[config.mk]
export PLATFORM = sky130hd
export DESIGN_NAME = axi_lite_cmd_arbiter
export DESIGN_NICKNAME = d
export VERILOG_FILES = /design/src/rtl/axi_lite_cmd_arbiter.sv
export SDC_FILE = /design/constraint.sdc
export NUM_CORES = 1
export LEC_CHECK = 0
export CAP_MARGIN = 20
export CORE_MARGIN = 1.5
export CORE_UTILIZATION = 41
export CTS_CLUSTER_SIZE = 20
export DETAILED_ROUTE_END_ITERATION = 6
export PLACE_DENSITY = 0.81
export SKIP_LAST_GASP = 1
export SYNTH_ARGS = -nofsm -noshare
export SYNTH_HDL_FRONTEND = slang
export SYNTH_SLANG_ARGS = --single-unit
[constraint.sdc]
create_clock -name aclk -period 4.3 [get_ports aclk]
set_input_delay 0.86 -clock aclk [delete_from_list [all_inputs] [get_ports aclk]]
set_output_delay 0.86 -clock aclk [all_outputs]
set_load 0.05 [all_outputs]
[src/rtl/axi_lite_cmd_arbiter.sv]
// Two-requester round-robin command arbiter in front of an AXI4-Lite master.
// Optional WAIT timeout is built only when AXI_ARB_TIMEOUT_EN is defined.
module axi_lite_cmd_arbiter #(
  parameter int ADDR_W         = 32,
  parameter int DATA_W         = 32,
  parameter int TIMEOUT_CYCLES = 255
) (
  input  logic                aclk,
  input  logic                areset,
  input  logic [1:0]          req_valid,
  input  logic [1:0]          req_write,
  input  logic [2*ADDR_W-1:0] req_addr,
  input  logic [2*DATA_W-1:0] req_wdata,
  output logic [1:0]          req_ack,
  output logic [DATA_W-1:0]   rsp_rdata,
  output logic                rsp_err,
  output logic                start_read,
  output logic                start_write,
  output logic [ADDR_W-1:0]   addr,
  output logic [DATA_W-1:0]   data,
  input  logic                m_done,
  input  logic [DATA_W-1:0]   m_rdata,
  input  logic                m_err
);

  typedef enum logic [1:0] {
    IDLE  = 2'd0,
    ISSUE = 2'd1,
    WAIT  = 2'd2,
    RESP  = 2'd3
  } state_t;

  state_t              state;
  state_t              state_nxt;
  logic                grant;
  logic                grant_nxt;
  logic                last_grant;
  logic                wr;
  logic [DATA_W-1:0]   rdata;
  logic                err;
  logic                timeout_hit;

`ifdef AXI_ARB_TIMEOUT_EN
  localparam int CNT_W = $clog2(TIMEOUT_CYCLES + 1);
  logic [CNT_W-1:0] wait_cnt;

  // WAIT-cycle counter; cleared whenever the FSM is not waiting.
  always_ff @(posedge aclk or posedge areset) begin
    if (areset) begin
      wait_cnt <= {CNT_W{1'b0}};
    end else if (state == WAIT && !m_done) begin
      wait_cnt <= wait_cnt + CNT_W'(1);
    end else begin
      wait_cnt <= {CNT_W{1'b0}};
    end
  end

  assign timeout_hit = (state == WAIT) && (wait_cnt == CNT_W'(TIMEOUT_CYCLES - 1));
`else
  assign timeout_hit = 1'b0;
`endif

  // State register.
  always_ff @(posedge aclk or posedge areset) begin
    if (areset) begin
      state <= IDLE;
    end else begin
      state <= state_nxt;
    end
  end

  // Next-state and round-robin grant selection.
  always_comb begin
    state_nxt = state;
    grant_nxt = grant;
    case (state)
      IDLE: begin
        if (req_valid == 2'b11) begin
          grant_nxt = ~last_grant;
        end else if (req_valid[1]) begin
          grant_nxt = 1'b1;
        end else if (req_valid[0]) begin
          grant_nxt = 1'b0;
        end else begin
          grant_nxt = grant;
        end
        if (|req_valid) begin
          state_nxt = ISSUE;
        end else begin
          state_nxt = IDLE;
        end
      end
      ISSUE: state_nxt = WAIT;
      WAIT: begin
        if (m_done || timeout_hit) begin
          state_nxt = RESP;
        end else begin
          state_nxt = WAIT;
        end
      end
      RESP:    state_nxt = IDLE;
      default: state_nxt = IDLE;
    endcase
  end

  // Command latch, response capture and round-robin history.
  always_ff @(posedge aclk or posedge areset) begin
    if (areset) begin
      grant      <= 1'b0;
      last_grant <= 1'b1;
      wr         <= 1'b0;
      addr       <= {ADDR_W{1'b0}};
      data       <= {DATA_W{1'b0}};
      rdata      <= {DATA_W{1'b0}};
      err        <= 1'b0;
    end else begin
      case (state)
        IDLE: begin
          if (|req_valid) begin
            grant <= grant_nxt;
            wr    <= grant_nxt ? req_write[1] : req_write[0];
            addr  <= grant_nxt ? req_addr[2*ADDR_W-1:ADDR_W] : req_addr[ADDR_W-1:0];
            data  <= grant_nxt ? req_wdata[2*DATA_W-1:DATA_W] : req_wdata[DATA_W-1:0];
          end
        end
        WAIT: begin
          if (m_done) begin
            err   <= m_err;
            rdata <= wr ? {DATA_W{1'b0}} : m_rdata;
          end else if (timeout_hit) begin
            err   <= 1'b1;
            rdata <= {DATA_W{1'b0}};
          end
        end
        RESP:    last_grant <= grant;
        default: ;
      endcase
    end
  end

  // Strobes and response fields are pure state decodes so reset clears them at once.
  assign start_read  = (state == ISSUE) && !wr;
  assign start_write = (state == ISSUE) && wr;
  assign req_ack     = (state == RESP) ? (grant ? 2'b10 : 2'b01) : 2'b00;
  assign rsp_rdata   = (state == RESP) ? rdata : {DATA_W{1'b0}};
  assign rsp_err     = (state == RESP) && err;

endmodule
==> summary.txt, run 1 <==
Flow run
  • Max cap viols: 0

Clocking
  • Clk sinks: 102
  • Max clock buf depth: 2
  • Clk pin slew, worst setup/hold paths: around 0.07 ns
  • Clock Latency Late Sink: about 0.34 ns
  • Hold buffers post-CTS: 0
  • Buffer count from post-CTS setup fixing: 0
  • CTS tree: yes
  • Root buffer cell: clkbuf_16
  • Post-cts resize count: 0
  • CTS Buf Count: 9
  • CTS H-Tree Depth: 3

Timing
  • Final Hold Viols: 0
  • Slew margin rel.: roughly a third
  • Slew @ Worst Pin: ~0.98 ns
  • Setup Skew: ~0.012 ns
  • Fin Setup TNS: 0 ns
  • RSZ-0062 raised after global routing: false
  • Tcrit/Tclk final: about four fifths
  • Minimum clock period after layout: 3.41 ns
  • Final setup vio count: 0
  • Final Max Slew Viols: 0
  • Fmax: slightly below 0.3 GHz

Floorplan
  • Initial Utilization: roughly 42%
  • FP Rows: 41
  • Core Region: approximately 0.013 mm²
  • Chip Width: ~120 µm
  • Ports: ~270
  • DIE AREA: roughly 0.014 mm²
  • Die extent in y: about 120 µm

Final layout
  • Fill count: approximately 1,000
  • Share of layout cells above drive strength 1: between 4 and 5%
  • Reg area: 0.00255 mm²
  • Nets: just under 1,000
  • Area grow syn2layout: 56.8%
  • Ant. Diodes: 0
  • Final core occ: 66.2%
  • Most common cell after layout, fill and taps aside: clkdlybuf4s50_1
  • Final instance count without filler cells: ~1,000
  • Multi-input gate area: around 0.0023 mm²
  • Most frequent cells in the layout: 267 x clkdlybuf4s50_1, 101 x dfrtp_1, 99 x nand2_1

Pwr
  • Psw: between 3000 and 4000 µW
  • Pwr Total: 6190 µW
  • PD cells: ~740 mW/mm²
  • Worst VDD drop: roughly 0.44 mV
  • Clock Power Share: between 10% and 20%
  • Combinational share of power: roughly three fifths
  • Leakage Power: between 0.003 and 0.004 µW
  • Sw Share: 49.9%
  • Sequential Power Share: a little over a quarter
  • Pint: slightly above 3000 µW

Routing
  • First-pass detailed-route iteration total: 4
  • Post-Route WL: 16,800 µm
  • Vias per cell: around 5.4
  • Residual DRC: 0
  • DR iter-0 viols: around 430
  • DR vias: around 5,300
  • Final ANT Viol Nets: 0
  • Avg WL per Cell: roughly 17 µm

Synth
  • Syn_nets: 747
  • Yosys warns: 0
  • Register area share after synthesis: a little under half
  • Average instance area after synthesis: roughly 9.3 µm²
  • Cell variety after synth: 21
  • Flops & latches, synth: 102
  • Synthesized netlist cell count: 575
  • Mapped Area: 0.00535 mm²

Setup path
  • Crit path from: state[0]$_DFF_PP0_
  • Largest fanout on the critical path: 36
  • Req. time, crit path: about 3.4 ns
  • Setup crit start kind: flip-flop
  • Critical setup path kind: reg2out
  • RR Startpoint: state[0]$_DFF_PP0_
  • Crit path DAT: roughly 2.6 ns
  • Reg2Reg Depth: 5
  • CP Capture Type: output port

GRT
  • Antenna violations before repair: 0
  • GRT Overall Usage: about 24%
  • First-pass GRT wire length: roughly 26,000 µm
  • Pin count of the biggest net entering global routing: 70
  • Grt total ovfl: 0
  • Vias in the first global route: approximately 5,000

Min path
  • Hold path depth: 2
  • Hold Crit Class: reg2reg
  • Hold path start: rdata[24]$_DFFE_PP0P_

Placed design
  • GPL Wtd Cong: approximately 0.77
  • IO buf count: 268
  • Post-DP HPWL: ~12,000 µm
  • Placed cell count: roughly 960

Run status
  • Status: finished, final reports clean
## routing by layer
layer / wire length, µm / track usage, % / part of all wire [%]
met1: 6980 / 31.8 / 41
met4: 227 / 5.86 / 1.3
met2: 8110 / 39.0 / 48
met3: 1510 / 7.67 / 9.0
met5: 0 / 0 / 0
## state kept, by name, summed over array words and instances (netlist names)
name and cells:
state 2, rdata 32, err 1, wr 1
data 32, last_grant 1, grant 1, addr 32
## power by group through the flow
stage	logic [µW]	clock network, µW	registers [µW]
final	3710	789	1700
after global routing	3950	848	1750
after CTS	3720	802	1700
after detailed placement	3720	0	1700
after global placement	3620	0	1690
after floorplan	1540	0	2650
## critical path, cell delays in order, from the launching register on
cell and delay, ns:
dfrtp_1 0.38, ha_1 0.77, and2_1 0.25, clkdlybuf4s50_1 0.82
## cells in the mapped netlist
cell | number | area (µm²)
o311ai_2 | 6 | 97.6
buf_6 | 5 | 56.3
o21bai_1 | 1 | 7.51
dfstp_2 | 1 | 26.3
inv_1 | 70 | 263
dfrtp_1 | 101 | 2530
nand2b_1 | 32 | 200
mux2_2 | 1 | 11.3
o311ai_1 | 53 | 464
o21ai_0 | 33 | 165
clkbuf_1 | 46 | 173
o21ai_2 | 1 | 8.76
o2111ai_1 | 65 | 569
buf_1 | 3 | 11.3
nor2b_1 | 2 | 12.5
ha_1 | 4 | 50.1
buf_2 | 9 | 45.0
a32o_2 | 1 | 11.3
nand2_1 | 100 | 375
o311ai_0 | 6 | 52.6
and2_1 | 35 | 219
## cell type report
cell class | count | share of cell area, %
sequential | 102 | 30.5
clock inverter | 2 | 0.179
inverter | 70 | 3.16
tap | 172 | 2.57
multi-input combinational | 340 | 26.9
timing repair buffer | 278 | 33.5
clock buffer | 14 | 3.27
## kinds of logic after synthesis
kind of cell | after synthesis | share of synthesized area, %
flip-flops | 102 | 47.8
AO/OA/AOI/OAI | 166 | 25.7
buffers and inverters | 133 | 10.3
multiplexers | 1 | 0.211
AND/OR/NAND/NOR | 169 | 15.1
adder cells (fa/ha/maj) | 4 | 0.936
## metrics by stage
step	worst slack [ns]	hold WS [ns]	instance area [µm²]
floorplan	0.766	0.442	5350
global placement	1.40	0.457	8040
detailed placement	1.24	0.462	8070
CTS	0.870	0.477	8360
global route	0.758	0.501	8390
finish	0.888	0.475	8390
## path summary, 6_finish.rpt
path	end	slack, ns
max	req_ack[1]	0.89
min	rdata[24]$_DFFE_PP0P_	0.48
max reg2reg	addr[28]$_DFFE_PP0P_	2.20
min reg2reg	rdata[24]$_DFFE_PP0P_	0.48
max in group asynchronous	last_grant$_DFFE_PP1N_	2.66
min in group asynchronous	rdata[11]$_DFFE_PP0P_	0.95
Power figures use the tool's default switching activity.
==> run 2, diff against run 1 <==
Clock period 4.3 ns to 3.55 ns, I/O delays scaled along.
==> run 2 against run 1 <==
Net effect:
- non-clock buffer count increased by 3
- combinational power rose by 21%
- sequential cell count unchanged
- via count increased by 0.30%
- wire length fell by 0.63%
- utilization is 0.16 points lower
- critical path type unchanged
- critical path depth is 1 lower
- final cell count rose by 0.20%
- clock-buffer cell count shrank 2
- highest routed layer unchanged
- register-to-register slack worse by 0.82 ns
- hold slack about the same
==> summary.txt, run 2 (synthesis gave the netlist of run 1 again) <==
Setup path
  • Crit path DAT: 2.22 ns (was 2.55 ns)
  • Reg2Reg Depth: 5 (unchanged)
  • CP Capture Type: output port (unchanged)
  • Setup crit start kind: flip-flop (unchanged)
  • RR Startpoint: state[0]$_DFF_PP0_ (unchanged)
  • Largest fanout on the critical path: 35 (was 36)
  • Worst flop-to-flop path endpoint: data[18]$_DFFE_PP0P_ (was addr[28]$_DFFE_PP0P_)
  • Critical setup path kind: reg2out (unchanged)
  • Req. time, crit path: 2.84 ns (was 3.44 ns)
  • R2r setup slk: 1.38 ns (was 2.20 ns)

Clocking
  • CTS tree: yes (unchanged)
  • CTS Buf Count: 9 (unchanged)
  • Clk pin slew, worst setup/hold paths: 0.06 ns (was 0.07 ns)
  • CTS H-Tree Depth: 3 (unchanged)
  • Buffer count from post-CTS setup fixing: 0 (unchanged)
  • Clock Latency Late Sink: 0.34 ns (about the same)
  • Max clock buf depth: 2 (unchanged)
  • Root buffer cell: clkbuf_16 (unchanged)
  • Post-cts resize count: 0 (unchanged)
  • Hold buffers post-CTS: 0 (unchanged)
  • Clk sinks: 102 (unchanged)

Final layout
  • Fill count: 1,003 (was 1,024)
  • Reg area: 0.00255 mm² (unchanged)
  • Nets: 976 (was 973)
  • Most common cell after layout, fill and taps aside: clkdlybuf4s50_1 (unchanged)
  • Most frequent cells in the layout: 267 x clkdlybuf4s50_1, 101 x dfrtp_1, 99 x nand2_1 (unchanged)
  • Final Cell Area: 0.00837 mm² (was 0.00839 mm²)
  • Share of layout cells above drive strength 1: 4.96% (about the same)
  • Area grow syn2layout: 56.5% (was 56.8%)
  • Regs by FF count: addr: 32 flops, data: 32 flops, rdata: 32 flops (unchanged)
  • Multi-input gate area: 0.00226 mm² (unchanged)

Routing
  • Residual DRC: 0 (unchanged)
  • Post-Route WL: 16,700 µm (was 16,800 µm)
  • Final ANT Viol Nets: 0 (unchanged)
  • DR iter-0 viols: 359 (was 431)
  • Vias per cell: 5.42 (about the same)
  • DR vias: 5,316 (was 5,300)
  • First-pass detailed-route iteration total: 5 (was 4)
  • Avg WL per Cell: 17.1 µm (was 17.2 µm)

Timing
  • Fin Setup TNS: 0 ns (unchanged)
  • Final Hold Viols: 0 (unchanged)
  • Tcrit/Tclk final: 82.5%
  • Final Max Slew Viols: 0 (unchanged)
  • Fmax: about 0.34 GHz
  • Slew margin rel.: 46.6% (was 34.4%)
  • Final setup vio count: 0 (unchanged)
  • Minimum clock period after layout: a little under 3 ns
  • RSZ-0062 raised after global routing: false (unchanged)
  • Slew @ Worst Pin: 0.797 ns (was 0.980 ns)
  • Setup Skew: 0.00914 ns (was 0.0120 ns)

Pwr
  • Psw: 3710 µW (was 3090 µW)
  • PD cells: 895 mW/mm² (was 738 mW/mm²)
  • Worst VDD drop: 0.607 mV (was 0.438 mV)
  • Combinational share of power: 60.0% (was 59.9%)
  • Pint: 3780 µW (was 3100 µW)
  • Sw Share: 49.5% (was 49.9%)
  • Leakage Power: 0.00353 µW (about the same)
  • Clock Power Share: 12.5% (was 12.7%)
  • Sequential Power Share: 27.5% (was 27.4%)

GRT
  • First-pass GRT wire length: 25,700 µm (was 25,600 µm)
  • GRT Overall Usage: 24.0% (was 24.2%)
  • Pin count of the biggest net entering global routing: 69 (was 70)
  • Antenna violations before repair: 1 (was 0)
  • Vias in the first global route: 5,224 (was 5,045)
  • Grt total ovfl: 0 (unchanged)

Placed design
  • IO buf count: 268 (unchanged)
  • GPL Wtd Cong: 0.836 (was 0.775)
  • Cell area after placement: 0.00809 mm² (was 0.00807 mm²)
  • Post-DP HPWL: 11,900 µm (was 11,700 µm)

Floorplan
  • Ports: 269 (unchanged)
  • FP Rows: 41 (unchanged)
  • DIE AREA: 0.0137 mm² (unchanged)
  • Initial Utilization: 42.2% (unchanged)
  • Chip Width: 117 µm (unchanged)
  • Die extent in y: 117 µm (unchanged)
  • Core Region: 0.0127 mm² (unchanged)

Min path
  • Hold path start: rdata[12]$_DFFE_PP0P_ (was rdata[24]$_DFFE_PP0P_)
  • Hold Crit Class: reg2reg (unchanged)
  • Hold path depth: 2 (unchanged)
  • Hold EP: rdata[12]$_DFFE_PP0P_ (was rdata[24]$_DFFE_PP0P_)

Flow run
  • Max cap viols: 0 (unchanged)

Run status
  • Status: finished, final reports clean (unchanged)
-- run 2: cell types whose count changed in the layout (fill, tap and decap cells not counted) --
cell / delta
clkbuf_8: -3
clkbuf_1: +1
buf_16: -2
diode_2: +1
buf_12: +1
buf_4: +4
clkinvlp_4: -2
bufinv_16: +1
clkinv_2: +1
-- run 2: worst max-delay path by stage --
stage,start,endpoint,slack (ns),cells past startpoint
floorplan,areset,addr[0]$_DFFE_PP0P_,0.17,1
global placement,wr$_DFFE_PP0P_,start_write,1.0,2
detailed placement,req_valid[0],addr[27]$_DFFE_PP0P_,0.94,5
CTS,wr$_DFFE_PP0P_,start_write,0.62,2
global route,wr$_DFFE_PP0P_,start_write,0.52,2
finish,wr$_DFFE_PP0P_,start_write,0.62,2
-- run 2: worst max-delay path: stages, from the launching register on --
cell             delay [ns]
dfrtp_1                0.86
and2_1                 0.22
clkdlybuf4s50_1        0.80
-- run 2: metal layers --
metal	vias to the layer above	share of wire [%]	track usage, %
met1	2535	41	30.7
met2	249	49	39.9
met5	-	0	0
met3	23	8.8	6.44
li1	2509	-	-
met4	0	1.9	7.23
-- run 2: stage by stage --
stage               utilization, %  hold WS [ns]  total power [µW]  setup slack, ns  cells
global placement              63.7         0.459              6430            0.997    964
floorplan                        -         0.442              5080            0.166    575
CTS                           66.0         0.479              7530            0.623    979
finish                        66.0         0.475              7490            0.620    980
global route                  66.0         0.494              7910            0.518    980
detailed placement            63.9         0.465              6580            0.943    965
-- run 2: cell type report --
class	instances	share of cell area, %
Antenna cell	1	0.0299
Clock buffer	12	2.83
Clock inverter	2	0.419
Inverter	70	3.17
Multi-Input combinational cell	340	27.0
Sequential cell	102	30.5
Tap cell	172	2.57
Timing Repair Buffer	281	33.5
-- run 2: power groups by stage --
| stage | sequential (µW) | combinational [µW] | clock (µW) |
|---|---|---|---|
| after floorplan | 3220 | 1860 | 0 |
| after global placement | 2050 | 4380 | 0 |
| after detailed placement | 2060 | 4510 | 0 |
| after CTS | 2060 | 4520 | 953 |
| after global routing | 2120 | 4790 | 1000 |
| final | 2060 | 4500 | 936 |
==> RTL change, RTL diff (settings of run 2) <==
The parameter `DATA_W` goes from 32 to 48.
--- a/src/rtl/axi_lite_cmd_arbiter.sv
+++ b/src/rtl/axi_lite_cmd_arbiter.sv
@@ -2,7 +2,7 @@
 // Optional WAIT timeout is built only when AXI_ARB_TIMEOUT_EN is defined.
 module axi_lite_cmd_arbiter #(
   parameter int ADDR_W         = 32,
-  parameter int DATA_W         = 32,
+  parameter int DATA_W         = 48,
   parameter int TIMEOUT_CYCLES = 255
 ) (
   input  logic                aclk,
Ports: changed (resized data, m_rdata, req_wdata and rsp_rdata); port bits go from 269 to 349. No check against the original RTL was run, so the function may have changed too.
==> RTL change against run 2 <==
Sequential cell count increased by 32; global-route usage grew 0.67 points; wire length up 43%; via count grew 30%; worst setup slack got worse by 0.10 ns; area after synthesis increased by 42%; final area rose by 40%; worst hold slack got worse by 0.0047 ns; power is 45% higher.
==> RTL change: results (changes against run 2) <==
Power and ir drop
  • Maximum VDD drop: 0.0005723 V (-5.7%)
  • Leakage power: 4.852 nW (+37%)
  • Sw power: 5.224 mW (+41%)
  • Internal power: 5.635 mW (+49%)
  • Comb. pwr: 6.43 mW (+43%)

Worst setup path
  • FF-to-FF setup slack: 1.52 ns (+0.14 ns)
  • Critical path's largest stage delay: 0.82 ns (-0.04 ns)
  • Crit path max fanout: 52 (+49%)
  • Crit path max-delay family: buffers and inverters

STA
  • Fmax: 329.8 MHz (-3.4%)
  • Fin Hold WS: 0.4704 ns (-0.004679 ns)

Logic synthesis
  • Post-synthesis compound-gate area fraction: 0.3023 (+0.04491)
  • Commonest cells post-synth: dfrtp_1, nand2_1, inv_1
  • Mapped Cells: 752 (+31%)
  • Mapped Nets: 972 (+30%)
  • Adder-cell share of the synthesized area: 0.006605 (-0.002756)

Clocking
  • Clock Latency Late Sink: 0.42 ns (+0.08 ns)

Global routing
  • Number of global-route vias before repair: 6780 (+30%)
  • Largest net degree at the start of global routing: 89 (+29%)

Detailed routing
  • Drt first-iter violations: 337 (-6.1%)
  • Drt via density: 5.327 (-1.8%)
  • Wirelength per Cell: 18.40 um (+7.8%)

Cells and area
  • Nets@finish: 1277 (+31%)
  • Post-layout instance area: 11740 sq um (+40%)
  • Fraction of layout cells with a size suffix above 1: 0.1290 (+0.07941)

Placement
  • I/O Buffers: 348 (+30%)

Status
  • Outcome: finished clean
-- RTL change: cell count changes in the layout (fill, tap and decap cells not counted), moves of 32 or more --
| cell | change |
|---|---|
| clkdlybuf4s50_1 | +80 |
| o311ai_2 | +73 |
| o311ai_1 | -53 |
| dfrtp_1 | +32 |
| nand2_1 | +32 |
-- RTL change: layer usage --
metal | track usage | vias to the layer above | wire (um) | share of wire
met2 | 0.4046 | 291 | 11740 | 0.49
li1 | - | 3278 | - | -
met1 | 0.3144 | 3316 | 9884 | 0.41
met5 | 0 | - | 13 | 0.00054
met3 | 0.07010 | 38 | 1755 | 0.073
met4 | 0.08059 | 2 | 521 | 0.022
-- RTL change: final timing paths --
check / from / end
max: state[0]$_DFF_PP0_ / rsp_rdata[22]
min: rdata[25]$_DFFE_PP0P_ / rdata[25]$_DFFE_PP0P_
max reg2reg: state[0]$_DFF_PP0_ / data[26]$_DFFE_PP0P_
min reg2reg: rdata[25]$_DFFE_PP0P_ / rdata[25]$_DFFE_PP0P_
max in group asynchronous: areset / last_grant$_DFFE_PP1N_
min in group asynchronous: areset / addr[12]$_DFFE_PP0P_
-- RTL change: layout make-up --
type,instances,area share
flip-flops and latches,134,0.2857
diodes,1,0.0002132
well taps,229,0.02441
inverters,86,0.02782
clock buffers,19,0.03773
multi-input cells,452,0.2978
clock inverters,13,0.01322
repair buffers,366,0.3131
-- RTL change: cell families after synthesis --
kind of cell	after synthesis
buffers and inverters	166
AND/OR/NAND/NOR	233
adder cells (fa/ha/maj)	4
flip-flops	134
multiplexers	1
AO/OA/AOI/OAI	214
-- RTL change: worst min-delay path: cells and delay by family, from the launching register on --
family | cells | cell delay [ns]
flip-flops | 1 | 0.33
AO/OA/AOI/OAI | 1 | 0.06
AND/OR/NAND/NOR | 1 | 0.04
